## config.mk

```make
export PLATFORM = sky130hd
export DESIGN_NAME = pwm_output_stage
export DESIGN_NICKNAME = d
export VERILOG_FILES = /design/src/rtl/pwm_output_stage.sv
export SDC_FILE = /design/constraint.sdc
export NUM_CORES = 1
export LEC_CHECK = 0
export CORE_ASPECT_RATIO = 1.5
export CORE_MARGIN = 10
export CORE_UTILIZATION = 45
export DETAILED_ROUTE_END_ITERATION = 8
export PLACE_DENSITY = 0.74
export RECOVER_POWER = 50
export SYNTH_ARGS = -nofsm -noshare
export SYNTH_HDL_FRONTEND = slang
export SYNTH_SLANG_ARGS = --single-unit
export TNS_END_PERCENT = 5
```

## constraint.sdc

```tcl
create_clock -name clk -period 7.7 [get_ports clk]
set_input_delay 0.77 -clock clk [delete_from_list [all_inputs] [get_ports clk]]
set_output_delay 0.77 -clock clk [all_outputs]
set_load 0.02 [all_outputs]
```

## src/rtl/pwm_output_stage.sv

```systemverilog
// Purpose : 16-pin output stage; each pin is static low, static high, or follows one shared 8-bit PWM waveform.
// Latency : enable changes reach out 1 clk later; duty changes apply from the next period boundary, visible 1 clk after it.
// Backpressure: none; the PWM period is free-running and every input is sampled every clk.
//
// Ports:
//   clk, rst_n           system clock, asynchronous active-low reset
//   en_reg_out_15_8/7_0  per-pin output enable (0 forces the pin low)
//   en_reg_pwm_15_8/7_0  per-pin PWM mode (1 = follow PWM, 0 = static high), only meaningful when enabled
//   pwm_duty_cycle       requested duty, 0x00 = always low, 0xFF = always high
//   out                  registered pin drive, out[15:8] from the *_15_8 registers
//   period_start         one-clk pulse on the first cycle of each PWM period, aligned with out
module pwm_output_stage #(
    parameter int unsigned CLK_DIV = 13
) (
    input  logic        clk,
    input  logic        rst_n,
    input  logic [7:0]  en_reg_out_7_0,
    input  logic [7:0]  en_reg_out_15_8,
    input  logic [7:0]  en_reg_pwm_7_0,
    input  logic [7:0]  en_reg_pwm_15_8,
    input  logic [7:0]  pwm_duty_cycle,
    output logic [15:0] out,
    output logic        period_start
);

    // The prescaler is 16 bits wide, so the divide ratio must fit in it.
    if (CLK_DIV < 1 || CLK_DIV > 65535) begin : g_clk_div_range
        $error("pwm_output_stage: CLK_DIV must be in 1..65535");
    end

    localparam logic [15:0] PRESCALE_MAX = 16'(CLK_DIV - 1);

    // ------------------------------------------------------------------
    // State
    // ------------------------------------------------------------------
    logic [15:0] prescale_cnt_q, prescale_cnt_d;
    logic [7:0]  pwm_cnt_q,      pwm_cnt_d;
    logic [7:0]  duty_shadow_q,  duty_shadow_d;
    logic [15:0] out_q,          out_d;
    logic        period_start_q, period_start_d;

    // ------------------------------------------------------------------
    // Combinational helpers
    // ------------------------------------------------------------------
    logic        tick;
    logic        load;
    logic [7:0]  eff_duty;
    logic        pwm_sig;
    logic [15:0] en_out;
    logic [15:0] en_pwm;

    // Prescaler: one PWM counter step every CLK_DIV clks. With CLK_DIV = 1
    // the count never leaves 0 and tick is permanently high.
    always_comb begin
        tick           = (prescale_cnt_q == PRESCALE_MAX);
        prescale_cnt_d = tick ? 16'h0000 : (prescale_cnt_q + 16'd1);
    end

    // PWM counter wraps 255 -> 0 naturally through 8-bit overflow.
    always_comb begin
        pwm_cnt_d = tick ? (pwm_cnt_q + 8'd1) : pwm_cnt_q;
    end

    // Period boundary. Both counters restart from 0 together after reset,
    // so the very first cycle out of reset is also a boundary.
    always_comb begin
        load = (prescale_cnt_q == 16'h0000) && (pwm_cnt_q == 8'h00);
    end

    // Duty is only sampled at the period boundary so a write arriving
    // mid-period cannot chop or stretch the pulse in flight. On the load
    // cycle itself the live value is used, so a new duty governs the whole
    // new period including its first step.
    always_comb begin
        duty_shadow_d = load ? pwm_duty_cycle : duty_shadow_q;
        eff_duty      = load ? pwm_duty_cycle : duty_shadow_q;
    end

    // 0xFF is treated as full-on; a plain compare would leave one low step
    // per period when pwm_cnt reaches 255.
    always_comb begin
        pwm_sig = (eff_duty == 8'hFF) ? 1'b1 : (pwm_cnt_q < eff_duty);
    end

    // Per-pin mux: disabled -> 0, enabled static -> 1, enabled PWM -> pwm_sig.
    // Enables are deliberately not shadowed so overrides act on the next clk.
    always_comb begin
        en_out         = {en_reg_out_15_8, en_reg_out_7_0};
        en_pwm         = {en_reg_pwm_15_8, en_reg_pwm_7_0};
        out_d          = en_out & (~en_pwm | {16{pwm_sig}});
        period_start_d = load;
    end

    // ------------------------------------------------------------------
    // Registers
    // ------------------------------------------------------------------
    always_ff @(posedge clk or negedge rst_n) begin
        if (!rst_n) begin
            prescale_cnt_q <= 16'h0000;
            pwm_cnt_q      <= 8'h00;
            duty_shadow_q  <= 8'h00;
            out_q          <= 16'h0000;
            period_start_q <= 1'b0;
        end else begin
            prescale_cnt_q <= prescale_cnt_d;
            pwm_cnt_q      <= pwm_cnt_d;
            duty_shadow_q  <= duty_shadow_d;
            out_q          <= out_d;
            period_start_q <= period_start_d;
        end
    end

    assign out          = out_q;
    assign period_start = period_start_q;

endmodule

```

# Word-level counts from Yosys, hierarchy flattened
# Index checks and enable logic that the tools add are counted.
# Widths: inputs -> output; s select.
# word_totals
register_bits,49
latch_bits,0
ramBits,0
rom_bits,0
input_bits,42
out_inout_bits,17
wordCells,19
memories,0
# classes
addsub,2
multipliers,0
div_mod_pow,0
order_cmp,1
n_eq_ne,2
n_shift,0
mux,3
bitwise,3
reduce_logical,3
# ops
cell,n
$add 16x1->16 const B,1
$and 16x16->16,1
$eq 16x4->1 const B,1
$logic_not 16->1,1
$mux 16,1
$not 16->16,1
$or 16x16->16,1
$add 8x1->8 const B,1
$eq 8x8->1 const B,1
$logic_not 8->1,1
$lt 8x8->1,1
$mux 8,1
$logic_and 1x1->1,1
$mux 1,1

# Logic depth before layout (Yosys ltp)
# logic_depth
depth_word,7
depth_mapped,16
ltp_nobuf,14

# Worst setup path after synthesis
# Ideal clock, no wire load.
# synth_path
kind,reg2reg
from,reg prescale_cnt_q[0]
to,"reg out_q[10], in the netlist out[10]"
t_arrival_ns,3.034
setup_slack_ns,4.585
path_stages_with_launch,17
cell_sequence,dfrtp_1 > inv_1 > ha_1 > nor4b_4 > nand4_4 > nor2_4 > buf_2 > mux2_2 > inv_1 > ha_1 > a21o_1 > a21o_1 > a21o_1 > clkbuf_1 > nand2_1 > o21ai_0 > a31oi_1
# synth_between
elab_chain_len,7
elab_cells_between_ends,8
# synth_rtl
element,line_no,rtl
from (decl),36,"logic [15:0] prescale_cnt_q, prescale_cnt_d;"
from (signal assigned),105,prescale_cnt_q <= prescale_cnt_d;
$logic_not 16->1 (*),67,load = (prescale_cnt_q == 16'h0000) && (pwm_cnt_q == 8'h00);
$logic_and 1x1->1 (*),67,
via load,46,logic load;
$mux 8 (*),76,eff_duty = load ? pwm_duty_cycle : duty_shadow_q;
$lt 8x8->1 / $eq 8x8->1 (equally long branches),82,pwm_sig = (eff_duty == 8'hFF) ? 1'b1 : (pwm_cnt_q < eff_duty);
$mux 1 (*),82,
$or 16x16->16 (*),90,out_d = en_out & (~en_pwm | {16{pwm_sig}});
$and 16x16->16 (*),90,
via out_d[10],39,"logic [15:0] out_q, out_d;"
to (signal assigned),108,out_q <= out_d;
to (decl),39,
# The timed path passes the listed nets; every way through them passes the cells marked *.
# A chain may end at the register's enable or synchronous reset.

# Worst setup path after layout
# layout_path
from,reg prescale_cnt_q[0]
to,"reg out_q[15], in the netlist out[15]"
# layout_between
elab_chain_len,7
elab_cells_between_ends,8
# layout_rtl
element,line_no
$logic_not 16->1 (*),67
$logic_and 1x1->1 (*),67
$mux 8 (*),76
$lt 8x8->1 / $eq 8x8->1 (equally long branches),82
$mux 1 (*),82
$or 16x16->16 (*),90
$and 16x16->16 (*),90
via out_d[15],39
# Marks and branches as above.

==> results.toml <==
[outcome]
status = "complete, but fails checks"
violations = "capacitance limit, slew limit"

[sta]
worst_hold_slack_ns = 0.494
setup_violations = 0
drv_slew = 50
slew_headroom_pct = -67.2
fmax_mhz = 305
tightest_slew_ns = 2.51
fin_crit_ns = 3.28
finClkSkew_ns = 0.0101
finalSetupTns_ns = 0
rsz0062_at_grt = "no"
period_share_pct = 42.5
hold_viol = 0

[global_routing]
grt_pass1_wl_mm = 8.80
antenna_found_initial = 0
grt_overflow = 0
grt_max_degree = 50
grt_pass1_vias = 1967
grt_usage_pct = 12.6

[clocking]
cts_num_sinks = 49
cts_hold_buf = 0
htreeDepth = 2
cts_tree = "built"
cts_buffers = 5
cts_root_buffer = "clkbuf_8"
cts_setup_buffers = 0
cts_resized = 0
cts.reportedPaths.clkPinSlew_ns = 0.09
clock_latency_ns = 0.30
clock_path_buffers = 2

[worst_setup_path]
cp_max_fo = 16
required_ns = 7.86
cp-start-kind = "flip-flop"
end_kind = "flip-flop"
critPathKind = "reg -> reg"
cp.arrival_ns = 3.43

[power]
power.density_nw_per_um2 = 158
p_leak_nw = 1.41
worst_ir_drop_vdd_mv = 0.0800

[synthesis]
yosys_warnings = 0
netlist_area_um2 = 2430
synth-edff-count = 0
yosysSeqAreaShare_pct = 50.4
synth_seq_cells = 49
syn_area_per_cell_um2 = 10.8
synth-async-reset-ratio_pct = 100
synth_cells = 225
yosysUniqueCellTypes = 34
synthesis.nets = 277
synthFlopType = "dfrtp_1"

[detailed_routing]
drt_first_pass_iters = 5
routed_wirelength_mm = 5.31
drc = 0
via_per_inst = 5.30
vias = 1861
drtAntennaViolNets = 0
wl_per_cell_um = 15.1
drt_iter0_markers = 71

[final_layout]
layout.area.seq_um2 = 1230
multi_input_area_um2 = 1130
fin_util_pct = 60.7
nets = 335
synthToLayoutAreaGrowth_pct = 29.8
fillers = 451
n_antenna_cell = 0
final_layout_size_suffix_gt1_share_pct = 7.07

[floorplan]
fp.coreArea_um2 = 5200
io_pins = 59
rows = 32
die_area_um2 = 8810
die_w_um = 80.0
dieHeight_um = 110
start_util_pct = 46.7

[placed_design]
gp_congestion = 0.821
dp.final_hpwl_mm = 4.14
io_buffers = 58

[run]
cap_violations = 1

[worst_hold_path]
worst_hold_path_type = "reg -> reg"
==> final cells by class <==
| cell class | instances | share of cell area, % |
|---|---|---|
| Clock buffer | 5 | 2.18 |
| Clock inverter | 2 | 1.11 |
| Inverter | 11 | 1.31 |
| Multi-Input combinational cell | 158 | 35.7 |
| Sequential cell | 49 | 38.8 |
| Tap cell | 68 | 2.69 |
| Timing Repair Buffer | 58 | 18.2 |
==> Yosys cell counts (3+ instances only) <==
cell type  count  share of area (%)
mux2i_1        5                2.1
o21ai_0       18                3.7
buf_2          3               0.62
nand3_1        4               0.82
xor2_1         9                3.2
ha_1          10                5.1
dfrtp_1       49                 50
nand4_1        9                2.3
xnor2_1       12                4.3
a31oi_1       17                4.4
and3_1         8                2.1
inv_1         11                1.7
nor3_1         3               0.62
a21o_1         3               0.93
nand2_1       28                4.3
mux2_2         3                1.4
nor2_1        13                2.0
==> registers in the layout, summed over array words and instances, names as in the netlist <==
name / flops
out: 16
duty_shadow_q: 8
pwm_cnt_q: 8
prescale_cnt_q: 16
period_start: 1
==> per-layer routing <==
layer / vias up / routed length, um / global-route usage (%)
met2: 75 / 2710 / 22.0
met1: 865 / 2000 / 12.6
li1: 911 / - / -
met5: - / 0 / 0
met3: 10 / 526 / 6.56
met4: 0 / 85 / 4.04
==> metrics by stage <==
step / setup WS [ns] / std cells / power [mW] / instance area [um^2]
floorplan: 4.58 / 225 / 0.288 / 2430
global placement: 4.49 / 344 / 0.327 / 3060
detailed placement: 4.40 / 344 / 0.328 / 3060
CTS: 4.39 / 351 / 0.505 / 3160
global route: 4.10 / 351 / 0.519 / 3160
finish: 4.42 / 351 / 0.499 / 3160
==> critical path, stage by stage (launching register included) <==
cell and delay, ns:
dfrtp_1 0.43, inv_1 0.08, ha_1 0.14, nor4b_4 0.25, nand4_4 0.20, nor2_4 0.36, mux2_2 0.39, inv_1 0.06
ha_1 0.18, and3_1 0.19, a311oi_2 0.06, o31ai_4 0.60, a31oi_1 0.18
==> power by group <==
part | internal [mW] | switching (mW)
combinational | 0.0307 | 0.0248
sequential | 0.264 | 0.00257
clock | 0.0945 | 0.0833
total | 0.389 | 0.111
==> path summary, 6_finish.rpt <==
path / startpoint / endpoint / slack, ns / cells after the start
setup / recovery: prescale_cnt_q[0]$_DFF_PN0_ / out[15]$_DFF_PN0_ / 4.42 / 12
hold / removal: prescale_cnt_q[15]$_DFF_PN0_ / prescale_cnt_q[15]$_DFF_PN0_ / 0.49 / 1
setup reg to reg: prescale_cnt_q[0]$_DFF_PN0_ / out[15]$_DFF_PN0_ / 4.42 / 12
hold reg to reg: prescale_cnt_q[15]$_DFF_PN0_ / prescale_cnt_q[15]$_DFF_PN0_ / 0.49 / 1
max in group asynchronous: rst_n / pwm_cnt_q[2]$_DFFE_PN0N_ / 5.03 / 1
min in group asynchronous: rst_n / prescale_cnt_q[12]$_DFF_PN0_ / 1.23 / 1
==> cell usage in the layout (no fill, tap or decap), drive strengths merged, types with 6 or more instances in the layout <==
cell / instances
a31oi: 17
xnor2: 12
o21ai: 19
nand4: 10
clkbuf: 6
and3: 8
xor2: 9
inv: 11
clkdlybuf4s50: 57
nand2: 28
dfrtp: 49
ha: 10
nor2: 15
==> logic make-up after synthesis <==
kind of cell | after synthesis | synth area share [%]
AO/OA/AOI/OAI | 43 | 12.2
XOR/XNOR | 21 | 7.56
adder cells (fa/ha/maj) | 10 | 5.14
buffers and inverters | 18 | 3.24
flip-flops | 49 | 50.4
multiplexers | 8 | 3.45
AND/OR/NAND/NOR | 76 | 18.0
(Power assumes the default switching activity.)
==> variant 1, RTL diff (same flow settings) <==
The output `out` loses its register stage (`out_q` becomes a continuous assignment).
--- a/src/rtl/pwm_output_stage.sv
+++ b/src/rtl/pwm_output_stage.sv
@@ -99,16 +99,16 @@
             prescale_cnt_q <= 16'h0000;
             pwm_cnt_q      <= 8'h00;
             duty_shadow_q  <= 8'h00;
-            out_q          <= 16'h0000;
             period_start_q <= 1'b0;
         end else begin
             prescale_cnt_q <= prescale_cnt_d;
             pwm_cnt_q      <= pwm_cnt_d;
             duty_shadow_q  <= duty_shadow_d;
-            out_q          <= out_d;
             period_start_q <= period_start_d;
         end
     end
+
+    assign out_q = out_d;
 
     assign out          = out_q;
     assign period_start = period_start_q;
Check against the original RTL: not equivalent (a bounded check fails within 4 cycles, from zero or initial values and one cycle with rst_n low).
==> variant 1 against the original RTL <==
  * The run still ends with max-capacitance violations, max-slew violations left
  * Core utilization is 3.1 points higher
  * Setup slack worse by 1.7 ns
  * Area after synthesis is 16% lower
  * Final area is 13% lower
  * Sequential share of layout area is 8.8 points lower
  * Wire length is 0.66% lower
  * Hold slack worse by 0.0051 ns
  * Critical path type is now flip-flop to output pin
  * Critical path depth is 3 higher
  * Sequential cell count is 16 lower
  * Total power is 20% lower
  * Largest cell class is now multi-input combinational cells
  * Largest power group unchanged
==> variant 1: results <==
metrics = {
    "critical_path": {
        "cpPeakStageDelay_ns": 0.64,
        "slowest_stage": "clkdlybuf4s50_1",
        "critical_path.top_delay_family": "compound AO/OA/AOI/OAI gates",
        "critical_path_arrival_ns": 4.19,
    },
    "synth": {
        "synth.net_count": 261,
        "synth.area.top_cells": "dfrtp_1 (41%), ha_1 (6.2%), a31oi_1 (5.2%)",
        "synthCells": 209,
        "yosysSeqAreaShare_pct": 40.64,
        "yosys-top-cells-count": "dfrtp_1 (33), nand2_1 (28), o21ai_0 (18)",
    },
    "route": {
        "wl_met1_mm": 2.322,
        "wl_per_cell_um": 16.75,
        "drt_iter0_markers": 37,
        "wl_met2_mm": 2.331,
        "firstDrtPassIters": 4,
        "route.met3.wl_um": 521,
        "viasPerCell": 5.600,
    },
    "timing": {
        "relSlewSlack_pct": -16.64,
        "worst_slack_ns": 2.743,
        "skew_ns": 0.008600,
        "slew_violations": 34,
    },
    "global_route": {
        "grt_util_met1_pct": 16.82,
        "groute.layer.met2.usage_pct": 21.79,
        "globalRouteMet3Util_pct": 4.656,
        "grt_pass1_wl_mm": 8.362,
        "groute.usage.overall_pct": 13.88,
        "grt_max_degree": 34,
        "antenna_found_initial": 0,
    },
    "finish": {
        "drive_gt1_share_pct": 7.435,
        "multi_input_area_share_pct": 40.95,
        "buf_share_pct": 21.23,
        "fill_cells": 358,
        "n_clock_buffer": 7,
        "seq_area_share_pct": 30.00,
        "clk_share_pct": 4.227,
        "buffers": 59,
        "fin_cells": 315,
    },
    "power": {
        "p_int_mw": 0.3120,
        "p_clk_mw": 0.167,
        "combPwrFrac_pct": 13.7,
        "p_leak_nw": 1.228,
        "sw_frac_of_total_pct": 21.82,
    },
    "job": {
        "maxCapViolations": 1,
    },
    "place": {
        "place_ws_ns": 3.034,
        "dpl.hpwl_mm": 4.098,
        "placedInstanceArea_mm2": 0.002640,
        "placed_cells": 307,
        "gp_routability_congestion": 0.8056,
    },
    "clock_tree": {
        "clk_pin_slew_ns": 0.07,
    },
    "outcome": {
        "status": "finished with violations",
        "violations": "max-capacitance violations, max-slew violations",
    },
}
==> variant 1: changes by cell type after synthesis, sizes merged <==
cell and delta:
dfrtp -16
==> variant 1: path summary, 6_finish.rpt <==
kind | cells past startpoint | endpoint | from
min in group asynchronous | 2 | prescale_cnt_q[15] | rst_n
max reg2reg | 8 | pwm_cnt_q[7] | prescale_cnt_q[0]
min reg2reg | 1 | prescale_cnt_q[15] | prescale_cnt_q[15]
min | 1 | prescale_cnt_q[15] | prescale_cnt_q[15]
max in group asynchronous | 2 | pwm_cnt_q[0] | rst_n
max | 15 | out[4] | prescale_cnt_q[0]
==> variant 1: cell families (layout without fill, tap and decap cells) <==
group	after synthesis	count (layout)	synth area share, %
multiplexers	8	8	4.126
AND/OR/NAND/NOR	76	76	21.49
XOR/XNOR	21	21	9.052
buffers and inverters	18	78	3.879
flip-flops	33	33	40.64
AO/OA/AOI/OAI	43	43	14.65
adder cells (fa/ha/maj)	10	10	6.158
==> variant 2, RTL diff (same settings) <==
Without the edit above. The parameter `CLK_DIV` goes from 13 to 6.
--- a/src/rtl/pwm_output_stage.sv
+++ b/src/rtl/pwm_output_stage.sv
@@ -10,7 +10,7 @@
 //   out                  registered pin drive, out[15:8] from the *_15_8 registers
 //   period_start         one-clk pulse on the first cycle of each PWM period, aligned with out
 module pwm_output_stage #(
-    parameter int unsigned CLK_DIV = 13
+    parameter int unsigned CLK_DIV = 6
 ) (
     input  logic        clk,
     input  logic        rst_n,
Check against the original RTL: not equivalent (Yosys sat finds a counterexample within 10 cycles, from zero or initial values and one cycle with rst_n low).
==> variant 2 against the original RTL <==
  * The run still ends with max-capacitance violations, max-slew violations left
  * Area after synthesis fell by 2.2%
  * Total power fell by 4.3%
  * Setup slack got worse by 0.59 ns
  * Largest power group unchanged
  * Core utilization down 0.42 points
  * Clock skew is 0.0035 ns lower
  * Via count up 1.9%
  * Final area decreased by 2.2%
  * Sequential cell count stayed put
  * Maximum frequency decreased by 15%
  * Combinational power up 3%
  * Sequential power about the same
  * Wire length up 2.3%
  * Sequential share of layout area grew 0.88 points
==> variant 2: results <==
metrics = {
    "synth": {
        "synth-compound-area-share_pct": 11.84,
        "synth.net_count": 282,
        "synthAdderAreaFrac_pct": 5.786,
        "synth.area.top_cells": "dfrtp_1 (52%), xnor2_1 (6.3%), ha_1 (5.8%)",
        "synth.area.mux_share_pct": 3.104,
        "yosysUniqueCellTypes": 31,
        "yosysSeqAreaShare_pct": 51.55,
        "synth_xor_xnor_area_share_pct": 7.733,
    },
    "timing": {
        "worst_pin_slew_ns": 2.609,
        "skew_ns": 0.006586,
        "period_minus_slack_ns": 3.864,
        "timing.hold.ws_ns": 0.5074,
        "slew_violations": 50,
    },
    "critical_path": {
        "cpPeakStageDelay_ns": 0.96,
        "r2r_start": "prescale_cnt_q[9]",
        "r2r-end": "out[3]",
        "critical_path.top_delay_family": "compound AO/OA/AOI/OAI gates",
        "r2r_setup_slack_ns": 3.84,
        "critical_path_arrival_ns": 4.00,
    },
    "finish": {
        "fin_cells": 356,
        "drive_gt1_share_pct": 5.556,
        "multi_input_area_mm2": 0.001060,
        "finalNetCount": 341,
        "fill_cells": 480,
    },
    "place": {
        "placedInstanceArea_mm2": 0.002999,
        "dpl.hpwl_mm": 4.158,
        "place_ws_ns": 3.881,
        "gp_routability_congestion": 0.8214,
        "placed_cells": 349,
    },
    "power": {
        "vdd_drop_max_mv": 0.1172,
        "p_leak_nw": 1.345,
    },
    "global_route": {
        "grt_pass1_wl_mm": 8.852,
        "first_global_vias": 1993,
        "groute.usage.overall_pct": 12.59,
    },
    "hold_path": {
        "min_to": "prescale_cnt_q[14]",
    },
    "job": {
        "maxCapViolations": 1,
    },
    "outcome": {
        "violations": "max-capacitance violations, max-slew violations",
        "status": "finished with violations",
    },
    "route": {
        "viasPerCell": 5.326,
        "wl_met2_mm": 2.798,
        "firstDrtPassIters": 4,
        "wl_per_cell_um": 15.27,
    },
}
==> variant 2: cell count changes after synthesis, sizes merged, moves of 2 or more <==
cell,change
xor2,-5
nor2,-2
and3,-3
nor4,+2
nor3,+2
inv,+3
nand2,+2
and4,-2
xnor2,+5
==> variant 2: where the power goes <==
group	switching, mW	internal, mW
registers	0.00280	0.264
logic	0.0258	0.0311
clock network	0.0831	0.0711
total	0.112	0.366
==> variant 2: layer usage <==
layer	up-vias	track usage, %
li1	918	-
met3	6	5.931
met1	912	12.91
met4	0	3.856
met5	-	0
met2	60	22.16
==> variant 2: layout make-up <==
type / count / share of cell area [%]
inverter: 14 / 1.702
sequential: 49 / 39.71
multi-input combinational: 160 / 34.32
clock buffer: 6 / 2.674
tap: 68 / 2.755
timing repair buffer: 58 / 18.60
clock inverter: 1 / 0.2431
